$ cat src/rtl/lc3b_muldiv_if.sv
// Request/result bundle between the datapath (master) and the multi-cycle
// multiply/divide unit (slave).
interface lc3b_muldiv_if #(
  parameter int WIDTH = 16
);
  logic             start;
  logic             op;
  logic [WIDTH-1:0] a;
  logic [WIDTH-1:0] b;
  logic             busy;
  logic             done;
  logic [WIDTH-1:0] result_lo;
  logic [WIDTH-1:0] result_hi;
  logic             div_by_zero;

  modport master (
    output start, op, a, b,
    input  busy, done, result_lo, result_hi, div_by_zero
  );

  modport slave (
    input  start, op, a, b,
    output busy, done, result_lo, result_hi, div_by_zero
  );
endinterface

$ cat src/rtl/lc3b_muldiv.sv
// Iterative unsigned multiply (shift-add) and divide (restoring) unit.
// One iteration per clock, WIDTH iterations per operation; divide by zero short-circuits.
module lc3b_muldiv #(
  parameter int WIDTH = 16
) (
  input logic          clk,
  input logic          rst_n,
  lc3b_muldiv_if.slave bus
);
  localparam int CW = $clog2(WIDTH);
  localparam logic [CW-1:0] LAST = CW'(WIDTH - 1);

  typedef enum logic [1:0] {IDLE, RUN, DONE} state_t;

  state_t             state;
  logic               op_q;
  logic [CW-1:0]      count;
  logic [2*WIDTH-1:0] acc;
  logic [2*WIDTH-1:0] mcand;
  logic [WIDTH-1:0]   mplier;
  logic [WIDTH-1:0]   rem;
  logic [WIDTH-1:0]   quot;
  logic [WIDTH-1:0]   dvsr;

  logic [2*WIDTH-1:0] acc_nxt;
  logic [WIDTH:0]     rem_shift;
  logic [WIDTH-1:0]   rem_nxt;
  logic [WIDTH-1:0]   quot_nxt;

  // NOTE: every signal written here gets a default first so no latch is inferred.
  always_comb begin
    acc_nxt   = acc + (mplier[0] ? mcand : '0);
    rem_shift = {rem, quot[WIDTH-1]};
    rem_nxt   = rem_shift[WIDTH-1:0];
    quot_nxt  = {quot[WIDTH-2:0], 1'b0};
    // Compare at WIDTH+1 bits so the bit shifted out of rem still counts.
    if (rem_shift >= {1'b0, dvsr}) begin
      rem_nxt  = WIDTH'(rem_shift - {1'b0, dvsr});
      quot_nxt = {quot[WIDTH-2:0], 1'b1};
    end
  end

  // NOTE: sequential state uses non-blocking assignments so all registers update together.
  always_ff @(posedge clk or negedge rst_n) begin
    if (!rst_n) begin
      state           <= IDLE;
      op_q            <= 1'b0;
      count           <= '0;
      acc             <= '0;
      mcand           <= '0;
      mplier          <= '0;
      rem             <= '0;
      quot            <= '0;
      dvsr            <= '0;
      bus.busy        <= 1'b0;
      bus.done        <= 1'b0;
      bus.result_lo   <= '0;
      bus.result_hi   <= '0;
      bus.div_by_zero <= 1'b0;
    end else begin
      case (state)
        IDLE, DONE: begin
          bus.done <= 1'b0;
          if (bus.start) begin
            op_q   <= bus.op;
            count  <= '0;
            acc    <= '0;
            mcand  <= {{WIDTH{1'b0}}, bus.a};
            mplier <= bus.b;
            rem    <= '0;
            quot   <= bus.a;
            dvsr   <= bus.b;
            if (bus.op && bus.b == '0) begin
              state           <= DONE;
              bus.busy        <= 1'b0;
              bus.done        <= 1'b1;
              bus.result_lo   <= '1;
              bus.result_hi   <= bus.a;
              bus.div_by_zero <= 1'b1;
            end else begin
              state    <= RUN;
              bus.busy <= 1'b1;
            end
          end else begin
            state    <= IDLE;
            bus.busy <= 1'b0;
          end
        end

        RUN: begin
          count  <= count + 1'b1;
          acc    <= acc_nxt;
          mcand  <= mcand << 1;
          mplier <= mplier >> 1;
          rem    <= rem_nxt;
          quot   <= quot_nxt;
          if (count == LAST) begin
            // Outputs load from the final iteration's values on the edge entering DONE.
            state           <= DONE;
            bus.busy        <= 1'b0;
            bus.done        <= 1'b1;
            bus.div_by_zero <= 1'b0;
            if (op_q) begin
              bus.result_lo <= quot_nxt;
              bus.result_hi <= rem_nxt;
            end else begin
              bus.result_lo <= acc_nxt[WIDTH-1:0];
              bus.result_hi <= acc_nxt[2*WIDTH-1:WIDTH];
            end
          end
        end

        default: begin
          state    <= IDLE;
          bus.busy <= 1'b0;
          bus.done <= 1'b0;
        end
      endcase
    end
  end
endmodule
$ cat src/flat_wrapper.sv
// flat-port wrapper written by rule: the top's interface ports become plain ports
module lc3b_muldiv_flat 
#(
  parameter int WIDTH = 16
)
  (clk, rst_n, bus_start, bus_op, bus_a, bus_b, bus_busy, bus_done, bus_result_lo, bus_result_hi, bus_div_by_zero);
  lc3b_muldiv_if #(.WIDTH(WIDTH)) bus_i ();
  input logic clk;
  input logic rst_n;
  input wire logic [$bits(bus_i.start)-1:0] bus_start;
  input wire logic [$bits(bus_i.op)-1:0] bus_op;
  input wire logic [$bits(bus_i.a)-1:0] bus_a;
  input wire logic [$bits(bus_i.b)-1:0] bus_b;
  output wire logic [$bits(bus_i.busy)-1:0] bus_busy;
  output wire logic [$bits(bus_i.done)-1:0] bus_done;
  output wire logic [$bits(bus_i.result_lo)-1:0] bus_result_lo;
  output wire logic [$bits(bus_i.result_hi)-1:0] bus_result_hi;
  output wire logic [$bits(bus_i.div_by_zero)-1:0] bus_div_by_zero;
  assign bus_i.start = bus_start;
  assign bus_i.op = bus_op;
  assign bus_i.a = bus_a;
  assign bus_i.b = bus_b;
  assign bus_busy = bus_i.busy;
  assign bus_done = bus_i.done;
  assign bus_result_lo = bus_i.result_lo;
  assign bus_result_hi = bus_i.result_hi;
  assign bus_div_by_zero = bus_i.div_by_zero;
  lc3b_muldiv #(.WIDTH(WIDTH)) u_core (.clk(clk), .rst_n(rst_n), .bus(bus_i));
endmodule
$ cat config.mk
export PLATFORM = sky130hd
export DESIGN_NAME = lc3b_muldiv_flat
export DESIGN_NICKNAME = d
export VERILOG_FILES = /design/src/rtl/lc3b_muldiv_if.sv /design/src/rtl/lc3b_muldiv.sv /design/src/flat_wrapper.sv
export SDC_FILE = /design/constraint.sdc
export NUM_CORES = 1
export LEC_CHECK = 0
export CAP_MARGIN = 10
export CELL_PAD_IN_SITES_DETAIL_PLACEMENT = 1
export CELL_PAD_IN_SITES_GLOBAL_PLACEMENT = 1
export CORE_AREA = 2 2 145 147
export CTS_BUF_LIST = sky130_fd_sc_hd__clkbuf_2
export CTS_CLUSTER_DIAMETER = 40
export CTS_CLUSTER_SIZE = 40
export DETAILED_ROUTE_END_ITERATION = 16
export DIE_AREA = 0 0 147 149
export GPL_TIMING_DRIVEN = 0
export PLACE_DENSITY = 0.91
export SETUP_SLACK_MARGIN = 0.3
export SLEW_MARGIN = 15
export SYNTH_ARGS = -nofsm -noshare
export SYNTH_HDL_FRONTEND = slang
export SYNTH_SLANG_ARGS = --single-unit
$ cat constraint.sdc
create_clock -name clk -period 3.8 [get_ports clk]
set_input_delay 1.14 -clock clk [delete_from_list [all_inputs] [get_ports clk]]
set_output_delay 1.14 -clock clk [all_outputs]
set_load 0.02 [all_outputs]
# After elaboration in Yosys (flattened, before gate mapping)

Index checks and enable logic that the tools add are counted.

Register bits: 170
Input port bits: 36
Output and inout bits: 35
Word-level logic and storage cells: 72

Add/subtract/negate cells: 3
Order comparisons: 1
Equality and inequality tests: 6
Multiplexer cells: 40
Reductions and logical operators: 8

Operator list:

| kind                | count |
|---|---|
| $mux 16             | 12 |
| $pmux 16 s2         | 5 |
| $pmux 32 s2         | 2 |
| $mux 32             | 3 |
| $add 32x32->32      | 1 |
| $ge 17x16->1        | 1 |
| $logic_not 16->1    | 1 |
| $sub 16x16->16      | 1 |
| $mux 1              | 9 |
| $pmux 4 s2          | 1 |
| $mux 2              | 3 |
| $pmux 1 s2          | 3 |
| $add 4x1->4 const B | 1 |
| $eq 4x4->1 const B  | 1 |
| $mux 4              | 1 |
| $ne 2x1->1 const B  | 2 |
| $pmux 2 s2          | 1 |
| $reduce_and 2->1    | 2 |
| $reduce_and 4->1    | 1 |
| $eq 2x1->1 const B  | 1 |
| $eq 2x2->1 const B  | 1 |
| $logic_not 2->1     | 1 |
| $ne 2x2->1 const B  | 1 |
| $reduce_bool 2->1   | 1 |
| other kinds (2)     | 2 |

# Longest topological paths before layout

Gate-level depths: netlist of run 1.

Word-level depth: 5
Mapped depth: 13
Gate-level depth less buffers: 13

# Worst setup path before layout of run 1

Ideal clock, no wire load.

Kind: register to register
Start: reg u_core.mplier[0]
End: reg u_core.bus.result_hi[2]
Setup time: 0.120 ns
Arrival time: 2.869 ns
Data required time: 3.680 ns
Slack: 0.811 ns
Cell stages (with the launch flop): 14
Path buffers: 1
Period minus slack after synthesis: 2.989 ns
Path through: dfrtp_1 > clkbuf_1 > and2_1 > ha_1 > fa_1 > a21o_1 > a221oi_2 > nand3b_4 > o211ai_4 > nand3_1 > nand2_1 > xor2_1 > a211o_1 > a31o_1

Longest elaborated chain between the ends: 5

RTL lines:

| item                     | line                 | source |
|---|---|---|
| start: declaration       | lc3b_muldiv.sv:20    | `logic [WIDTH-1:0] mplier;` |
| start signal: assignment | lc3b_muldiv.sv:69    | `mplier <= bus.b;` |
| start signal: assignment | lc3b_muldiv.sv:94    | `mplier <= mplier >> 1;` |
| $mux 32                  | lc3b_muldiv.sv:32    | `acc_nxt = acc + (mplier[0] ? mcand : '0);` |
| $add 32x32->32           | lc3b_muldiv.sv:32    |  |
| $mux 16                  | lc3b_muldiv.sv:103   | `if (op_q) begin` |
| $mux 16                  | lc3b_muldiv.sv:97    | `if (count == LAST) begin` |
| $pmux 16 s2              | lc3b_muldiv.sv:61    | `case (state)` |
| end signal: assignment   | lc3b_muldiv.sv:78    | `bus.result_hi <= bus.a;` |
| end signal: assignment   | lc3b_muldiv.sv:105   | `bus.result_hi <= rem_nxt;` |
| end signal: assignment   | lc3b_muldiv.sv:108   | `bus.result_hi <= acc_nxt[2*WIDTH-1:WIDTH];` |
| end: declaration         | lc3b_muldiv_if.sv:23 | `output busy, done, result_lo, result_hi, div_by_zero` |

No other way between the ends. The select of a mux whose other input is x is not followed.
A chain may end at the register's enable or synchronous reset.

# Final worst setup path of run 1

Ends and elaborated chain as after synthesis.

==> results of run 1 <==
-- flip-flops by register name (all words and copies together) (netlist names), 4 cells and up --
name and flops:
u_core.acc 32, u_core.bus.result_hi 16, u_core.bus.result_lo 16, u_core.count 4
u_core.dvsr 16, u_core.mcand 32, u_core.mplier 16, u_core.quot 16
u_core.rem 16
-- final timing paths --
path	startpoint	endpoint	slack, ns	cells past startpoint
setup / recovery	u_core.mplier[0]	u_core.bus.result_hi[2]	0.41	13
hold / removal	rst_n	u_core.mcand[3]	0.22	1
setup reg to reg	u_core.mplier[0]	u_core.bus.result_hi[2]	0.41	13
hold reg to reg	u_core.mplier[1]	u_core.mplier[1]	0.51	2
max in group asynchronous	rst_n	u_core.mplier[0]	2.66	2
min in group clk	u_core.mplier[1]	u_core.mplier[1]	0.51	2
-- metal layers --
layer | share of wire, % | track usage (%) | vias up | wire, um
met5 | 0 | 0 | - | 0
met3 | 5.5 | 4.83 | 103 | 1750
met4 | 4.9 | 15.0 | 0 | 1570
met1 | 41 | 37.0 | 4330 | 13000
li1 | - | - | 3787 | -
met2 | 49 | 50.5 | 328 | 15600
-- cells in the final DEF, fill, tap and decap left out, drive strengths merged, types with 45 or more instances in the layout --
master | synthesis | routed
a22o | 51 | 51
ha | 48 | 48
and2 | 48 | 48
dfrtp | 168 | 168
a21oi | 63 | 63
clkbuf | 41 | 58
clkdlybuf4s50 | 0 | 69
nand2 | 133 | 133
nor2 | 45 | 45
o21ai | 69 | 69
-- power by group through the flow --
stage / logic [uW] / clock network, uW / registers (uW)
CTS: 6220 / 1020 / 3040
global route: 6890 / 1090 / 3130
floorplan: 4190 / 0 / 2960
finish: 6380 / 1020 / 3060
global placement: 5800 / 0 / 3030
detailed placement: 6110 / 0 / 3070
-- layout make-up --
| class | count | area [sq um] |
|---|---|---|
| antenna | 1 | 2.50 |
| buffer | 55 | 240 |
| clock buffer | 18 | 90.1 |
| clock inverter | 14 | 148 |
| fill | 2354 | 9520 |
| inverter | 32 | 120 |
| multi-input combinational | 735 | 5100 |
| sequential | 168 | 4210 |
| tap | 275 | 344 |
| timing repair buffer | 77 | 791 |
-- logic make-up (layout without fill, tap and decap cells) --
kind of cell / count (synthesis) / in the layout / share of synthesized area, %
other: 0 / 1 / 0
adder cells (fa/ha/maj): 50 / 50 / 6.71
XOR/XNOR: 44 / 44 / 4.04
multiplexers: 21 / 21 / 2.23
flip-flops: 168 / 168 / 44.0
AND/OR/NAND/NOR: 310 / 310 / 15.6
buffers and inverters: 88 / 196 / 3.70
AO/OA/AOI/OAI: 310 / 310 / 23.7
-- stage by stage --
stage | hold WS [ns] | area, sq um
final | 0.223 | 11000
after global routing | 0.236 | 11000
after CTS | 0.227 | 11000
after detailed placement | 0.467 | 10600
after global placement | 0.461 | 10600
after floorplan | 0.446 | 9550
-- worst register-to-register path: stages, from the launching register on --
cell	delay, ns
dfrtp_2	0.53
clkbuf_8	0.20
and2_1	0.18
ha_2	0.21
fa_2	0.37
a21o_1	0.20
a221oi_2	0.28
nand3b_4	0.26
o211ai_4	0.13
nand3_1	0.11
nand2_1	0.08
xor2_1	0.21
a211o_1	0.37
a31o_1	0.23
-- what timing repair did --
action / CTS / global route
pin swaps: 3 / 4
endpoints found under the setup margin: 24 / 22
setup buffers: 4 / 2
resized for setup: 12 / 15
==> impl_summary.md, run 1 <==
Run status
The flow ran to the end, and the final reports show no timing, DRC or antenna violations.

Route
After detailed routing, the number of remaining DRC violations is 0. The first-pass iteration count of the detailed router is 5. The detailed router finished its first iteration with roughly 630 violations. The post-detailed-routing wire length is roughly 32 mm.

The detail route stage leaves a number of antenna-violating nets equal to 0. The number of vias after detailed routing is about 8500. The average wire length per cell after detail routing is approximately 23 um.

The ratio of routed vias to standard cells is 6.22.

Min path
The path class of the tightest hold or removal check is in -> async.

Logic synthesis
The distinct cell type count of the synthesized netlist is 75. The synthesized design spends more area on one cell type than any other, namely dfrtp_1. For this run, the number of Yosys warnings is 0.

The predominant post-synthesis flop cell is dfrtp_1. The share of synthesized area in the top cell type comes to around 44%. Dividing the synthesized area by the synthesized cell count gives just under 10 sq um.

The register bit total from synthesis is 168. Synthesis handed over a netlist of between 900 and 1000 instances. When the netlist entered floorplanning its net count stood at roughly 1100. The fraction of synthesis flops using an asynchronous set or reset pin is 100%. The area of the mapped netlist is ~9500 sq um.

In the post-synthesis netlist, the cell with the most instances is dfrtp_1. In the post-synthesis netlist, the biggest area contributors are dfrtp_1 (44%), ha_1 (6.3%), nand2_1 (5.2%). Counting instances in the post-synthesis netlist gives the leading cell types as dfrtp_1 (168), nand2_1 (133), o21ai_0 (63), a21oi_1 (58), a22o_1 (51).

The sequential fraction of the synthesis area is about 44%. The number of enable flip-flop cells after synthesis is 0.

STA
Setup repair after global routing left no endpoint under its margin. The number of endpoints with negative hold slack in the final report is 0. The worst path meets setup with a little over 0.4 ns of slack. Headroom to the max-slew limit came out at just under 50%. The number of setup violations in the final report is 0. The shortest period the worst path allows is around 3.4 ns. Setup total negative slack on the finished layout was measured at 0 ns. Timing would allow up to a little under 300 MHz. The post-route fraction of the period consumed by the critical path is 89.2%.

The number of pins exceeding their max-slew limit in the final report is 0. The slew at the pin closest to its max-slew limit is approximately 0.76 ns. The clock skew is just over 0.08 ns.

Power
VDD sags by at most between 0.4 and 0.5 mV. The part of the total power dissipated in the clock network is about a tenth. The total power consumption of the routed design is ~10000 uW. In this run the power spent charging and discharging nets is about 5200 uW. Per report_power, the combinational group accounts for between 60% and 70% of the total. The switching share of power is between 40 and 50%. The ratio of total power to cell area is about 950 nW/um^2.

The part of the total power dissipated in sequential elements is between 20 and 30%. The cell-internal power is approximately 5200 uW. The leakage power of the design is around 0.005 uW.

Placement
The last weighted congestion value of the routability-driven placer is 0.933. The count of input and output buffers is 70. The cell count after placement is 1337.

The placed wire-length estimate is between 20 and 25 mm. The minimum setup slack after placement is -0.114 ns.

Floorplanning
The core area is 20600 sq um. The initial core utilization is 46.4%. The number of top-level pins is 71. The height of the die is 149 um.

The horizontal extent of the die is 147 um. The floorplan step defined a die boundary enclosing about 22000 sq um. The floorplan has 53 rows.

Finish
The net total in the final layout is roughly 1200. The area growth from synthesis to layout is 15.6%. Leaving out filler cells and counting taps, the final layout contains between 1000 and 1500. The utilization of the core after routing is between 50% and 60%. Cells with a size suffix above 1 make up 8.46% of the layout.

Setup path
The category of the critical setup timing path is reg -> reg. The required time of the worst setup path is about 4.6 ns. The data arrival time of the worst path is between 4 and 5 ns.

The family with the most delay on the worst path is compound AO/OA/AOI/OAI gates. The highest net fanout along the worst path is 10. Among all stages on the critical path, the largest delay is contributed by dfrtp_2. The critical path buffer and inverter count is 1. The launching element type of the critical path is a register. The kind of end point of the critical path is a register. Traced cell by cell, the critical path runs through clkbuf_8 > and2_1 > ha_2 > fa_2 > a21o_1 > a221oi_2 > nand3b_4 > o211ai_4 > nand3_1 > nand2_1 > xor2_1 > a211o_1 > a31o_1. For this run, the slowest stage of the critical path takes around 0.53 ns.

Clock tree
The later pin in the worst-skew pair is clocked with a latency of between 0.8 and 0.9 ns. The cell sitting at the root of the clock tree is a clkbuf_2. The number of hold buffers added after CTS was 0. Clock-pin slew was measured on the worst setup and hold paths at between 0.2 and 0.3 ns.

The tree built by TritonCTS fans out to 168 sinks. Clock tree synthesis inserted a total of 17 buffers. No sink is reached through more buffers than the 2 on the longest clock path. The CTS tree is yes. The number of H-tree levels is 4.

Job
The total of max-cap violations is 0.

Global routing
The initial antenna violation count came to 1. Global routing used between 20% and 30% of the available tracks across all layers. The maximum number of pins on one net before global-route repair is 86. The number of global-route vias before repair is 9060.

The first global-routing pass estimated approximately 50 mm of wire. After global routing the overflow that remains totals 0.
No activity file was read; power rests on OpenSTA's default activity.
==> run 2: changes to the inputs <==
--- a/config.mk
+++ b/config.mk
@@ -5,7 +5,6 @@
 export SDC_FILE = /design/constraint.sdc
 export NUM_CORES = 1
 export LEC_CHECK = 0
-export CAP_MARGIN = 10
 export CELL_PAD_IN_SITES_DETAIL_PLACEMENT = 1
 export CELL_PAD_IN_SITES_GLOBAL_PLACEMENT = 1
 export CORE_AREA = 2 2 145 147
@@ -17,7 +16,7 @@
 export GPL_TIMING_DRIVEN = 0
 export PLACE_DENSITY = 0.91
 export SETUP_SLACK_MARGIN = 0.3
-export SLEW_MARGIN = 15
+export SLEW_MARGIN = 20
 export SYNTH_ARGS = -nofsm -noshare
 export SYNTH_HDL_FRONTEND = slang
 export SYNTH_SLANG_ARGS = --single-unit
==> results of run 2 <==
Same layout as run 1: the final DEF is identical, and so are final timing and power.
==> run 3: changes to the inputs <==
--- a/config.mk
+++ b/config.mk
@@ -5,6 +5,7 @@
 export SDC_FILE = /design/constraint.sdc
 export NUM_CORES = 1
 export LEC_CHECK = 0
+export CAP_MARGIN = 20
 export CELL_PAD_IN_SITES_DETAIL_PLACEMENT = 1
 export CELL_PAD_IN_SITES_GLOBAL_PLACEMENT = 1
 export CORE_AREA = 2 2 145 147
==> constraint.sdc (replaced) <==
create_clock -name clk -period 3.74 [get_ports clk]
set_input_delay 1.122 -clock clk [delete_from_list [all_inputs] [get_ports clk]]
set_output_delay 1.122 -clock clk [all_outputs]
set_load 0.02 [all_outputs]
==> impl_summary.md, run 3 (synthesis gave the netlist of run 1 again) <==
STA
The clock skew was 0.0728 ns (was 0.0812 ns). The post-route fraction of the period consumed by the critical path is 91.1% (was 89.2%). The number of endpoints with negative hold slack in the final report came to 0 (unchanged). The worst slew margin relative to its limit was 46.0% (was 49.1%). The post-layout worst setup margin is 0.332 ns (was 0.409 ns). Unrepaired setup endpoints after global routing: no (unchanged). The slew at the pin closest to its max-slew limit is 0.810 ns (was 0.763 ns).

The maximum clock frequency is 293 MHz (was 295 MHz). The shortest period the worst path allows came to 3.41 ns (was 3.39 ns). The final-layout worst hold slack is 0.218 ns (was 0.223 ns). The number of setup violations in the final report is 0 (unchanged). The number of pins exceeding their max-slew limit in the final report is 0 (unchanged).

Route
The number of vias after detailed routing is 8662 (was 8548). The average wire length per cell after detail routing was 23.5 um (was 23.2 um). The remaining antenna violation count was 0 (unchanged). The post-detailed-routing wire length was 32.4 mm (was 31.9 mm). The first-pass iteration count of the detailed router came to 5 (unchanged). The DRC marker count from the first detailed-route iteration is 746 (was 633).

The ratio of routed vias to standard cells is 6.29 (was 6.22). The number of DRC violations after detailed routing is 0 (unchanged).

Global routing
The initial antenna violation count is 1 (unchanged). The sum of overflow across all layers after global routing is 0 (unchanged). The global-route usage over all layers was 29.7% (about the same). The maximum number of pins on one net before global-route repair is 86 (unchanged). The number of global-route vias before repair came to 9056 (was 9060). The wire length of the first global-routing pass is 50.3 mm (about the same).

Clock tree
The clock sink count is 168 (unchanged). The number of H-tree levels is 4 (unchanged). The maximum count of clock buffers along a single path came to 2 (unchanged). The total of hold buffers inserted after clock tree synthesis is 0 (unchanged). The root cell of the clock tree was clkbuf_2 (unchanged). The clock latency on the worst-skew pair is 0.84 ns (was 0.85 ns).

The CTS buffer count is 17 (unchanged). The clock transition time at the flip-flop clock pins of the worst setup and hold paths is 0.28 ns (about the same). The CTS tree is yes (unchanged).

Setup path
The cell count of the worst reg-to-reg path is 14 (was 13). The category of the critical setup timing path is reg -> reg (unchanged). The data arrival time of the worst path is 4.09 ns (was 4.14 ns).

Sequence of cells on the critical path: buf_4 > buf_12 > and2_1 > ha_1 > clkbuf_4 > nand4_4 > or3_4 > o211ai_4 > a21oi_4 > buf_4 > o41ai_4 > xor2_2 > o21ai_1 > a21oi_1 (was clkbuf_8 > and2_1 > ha_2 > fa_2 > a21o_1 > a221oi_2 > nand3b_4 > o211ai_4 > nand3_1 > nand2_1 > xor2_1 > a211o_1 > a31o_1). The kind of end point of the critical path is a register (unchanged). The cell seen most often among critical-path stages is buf_4. The peak per-stage delay on the critical path is 0.53 ns (about the same). The register-to-register path setup slack came to 0.33 ns (was 0.41 ns). The capture point of the worst reg-to-reg path is u_core.bus.result_hi[8] (was u_core.bus.result_hi[2]). The launching element type of the critical path was a register (unchanged). The highest net fanout along the worst path is 11 (was 10). The launching point of the worst reg2reg path is u_core.mplier[0] (unchanged).

The required time of the worst setup path is 4.42 ns (was 4.55 ns). The slowest stage cell on the critical path is dfrtp_2 (unchanged).

Finish
Registers with the highest flip-flop counts: u_core.acc: 32 flops, u_core.mcand: 32 flops (unchanged). The number of fill cells came to 2341 (was 2354). The most frequent standard cell in the layout excluding fill and tap cells is dfrtp_1 (unchanged).

Most used cells in the layout excluding fill and tap cells: dfrtp_1 (167), nand2_1 (132), clkdlybuf4s50_1 (69) (unchanged). The net total in the final layout was 1175 (was 1172). The proportion of layout cells with a drive suffix above 1 is 9.44% (was 8.46%). The layout overhead on the synthesized area was 16.4% (was 15.6%).

Floorplanning
The initial core utilization was 46.4% (unchanged). The full die area is 21900 sq um (unchanged). The number of core rows is 53 (unchanged). The core area is 20600 sq um (unchanged). The horizontal extent of the die is 147 um (unchanged). The height of the die is 149 um (unchanged). The number of top-level pins is 71 (unchanged).

Power
The cell-internal power is 5360 uW (was 5240 uW). The total power consumption of the routed design is 10700 uW (was 10500 uW). The switching share of power is 49.9% (about the same). The leakage power of the design came to 0.00515 uW (was 0.00514 uW).

The part of the total power dissipated in sequential elements is 29.1% (was 29.3%). The switching power total is 5340 uW (was 5220 uW). The part of the total power dissipated in the clock network is 9.6% (was 9.7%). The maximum ir drop on the vdd rail was 0.448 mV (was 0.441 mV).

The combinational share of power is 61.3% (was 61.0%). The ratio of total power to cell area came to 962 nW/um^2 (was 947 nW/um^2).

Run status
Result of the run: finished, final reports clean (unchanged).

Placement
The minimum setup slack after placement came to -0.156 ns (was -0.114 ns). The placed wire-length estimate is 23.9 mm (unchanged). The last weighted congestion value of the routability-driven placer was 0.933 (unchanged). The count of input and output buffers is 70 (unchanged).

Job
The total of max-cap violations is 0 (unchanged).

Min path
The path category of the worst min-delay check is in -> async (unchanged).
[run 3: cell types whose count changed in the layout (fill, tap and decap cells not counted)]
cell | before | now
a21oi_1 | 56 | 54
a21oi_2 | 6 | 8
xnor2_2 | 1 | 3
clkbuf_4 | 0 | 1
buf_4 | 6 | 9
xnor2_1 | 19 | 17
ha_1 | 45 | 43
xor2_2 | 2 | 4
nand4_4 | 0 | 1
clkbuf_2 | 19 | 18
ha_2 | 3 | 5
xor2_1 | 22 | 20
nand4_2 | 1 | 0
[run 3: per-layer routing]
layer	wire length, um	up-vias	global-route usage (%)
met1	13000	4396	36.9
met4	1450	0	14.6
met5	0	-	0
met3	1860	100	5.14
li1	-	3799	-
met2	16000	367	50.6
[run 3: per-stage QoR]
stage / TNS [ns] / instances / instance area (sq um) / util, %
detailed placement: -2.41 / 1337 / 10600 / 51.7
finish: 0 / 1378 / 11100 / 54.1
global placement: -886.44 / 1336 / 10600 / 51.5
CTS: 0 / 1373 / 11000 / 53.4
floorplan: 0 / 991 / 9550 / -
global route: 0 / 1378 / 11100 / 54.1
[run 3: power by group through the flow]
stage / combinational, uW / clock, uW / sequential, uW
3_3_place_gp: 5890 / 0 / 3080
4_1_cts: 6340 / 1040 / 3080
6_report: 6560 / 1030 / 3110
5_1_grt: 7080 / 1110 / 3180
2_1_floorplan: 4260 / 0 / 3010
3_5_place_dp: 6210 / 0 / 3120
[run 3: worst max-delay path, delay by kind of cell, from the launching register on]
kind | cells | cell delay, ns
DFF | 1 | 0.53
xor gates and xnor gates | 1 | 0.16
adders and majority gates | 1 | 0.27
and+or+nand+nor | 3 | 0.73
buffers and inverters | 4 | 0.64
AOI/OAI and AO/OA | 5 | 0.97
[run 3: what timing repair did]
item,in CTS,in global routing
gates resized for setup,13,25
endpoints found under the setup margin,27,21
setup buffers,5,4
pin swaps,3,6
[run 3: cell type report]
class	instances	area [sq um]	share of cell area (%)
antenna	1	2.50	0.0225
buffer	55	243	2.18
clock buffer	18	90.1	0.810
clock inverter	14	148	1.33
inverter	32	120	1.08
multi-input combinational	735	5150	46.3
sequential	168	4210	37.8
tap	275	344	3.10
timing repair buffer	80	813	7.32
[run 3: how the worst max path moves through the flow]
stage                                 from                        to  slack [ns]
after floorplan           u_core.mplier[0]   u_core.bus.result_hi[2]        0.75
after global placement               rst_n          u_core.mplier[3]       -5.29
after detailed placement         bus_b[15]   u_core.bus.result_hi[7]       -0.16
after CTS                 u_core.mplier[0]  u_core.bus.result_hi[13]        0.26
after global routing      u_core.mplier[0]   u_core.bus.result_hi[8]        0.24
final                     u_core.mplier[0]   u_core.bus.result_hi[8]        0.33
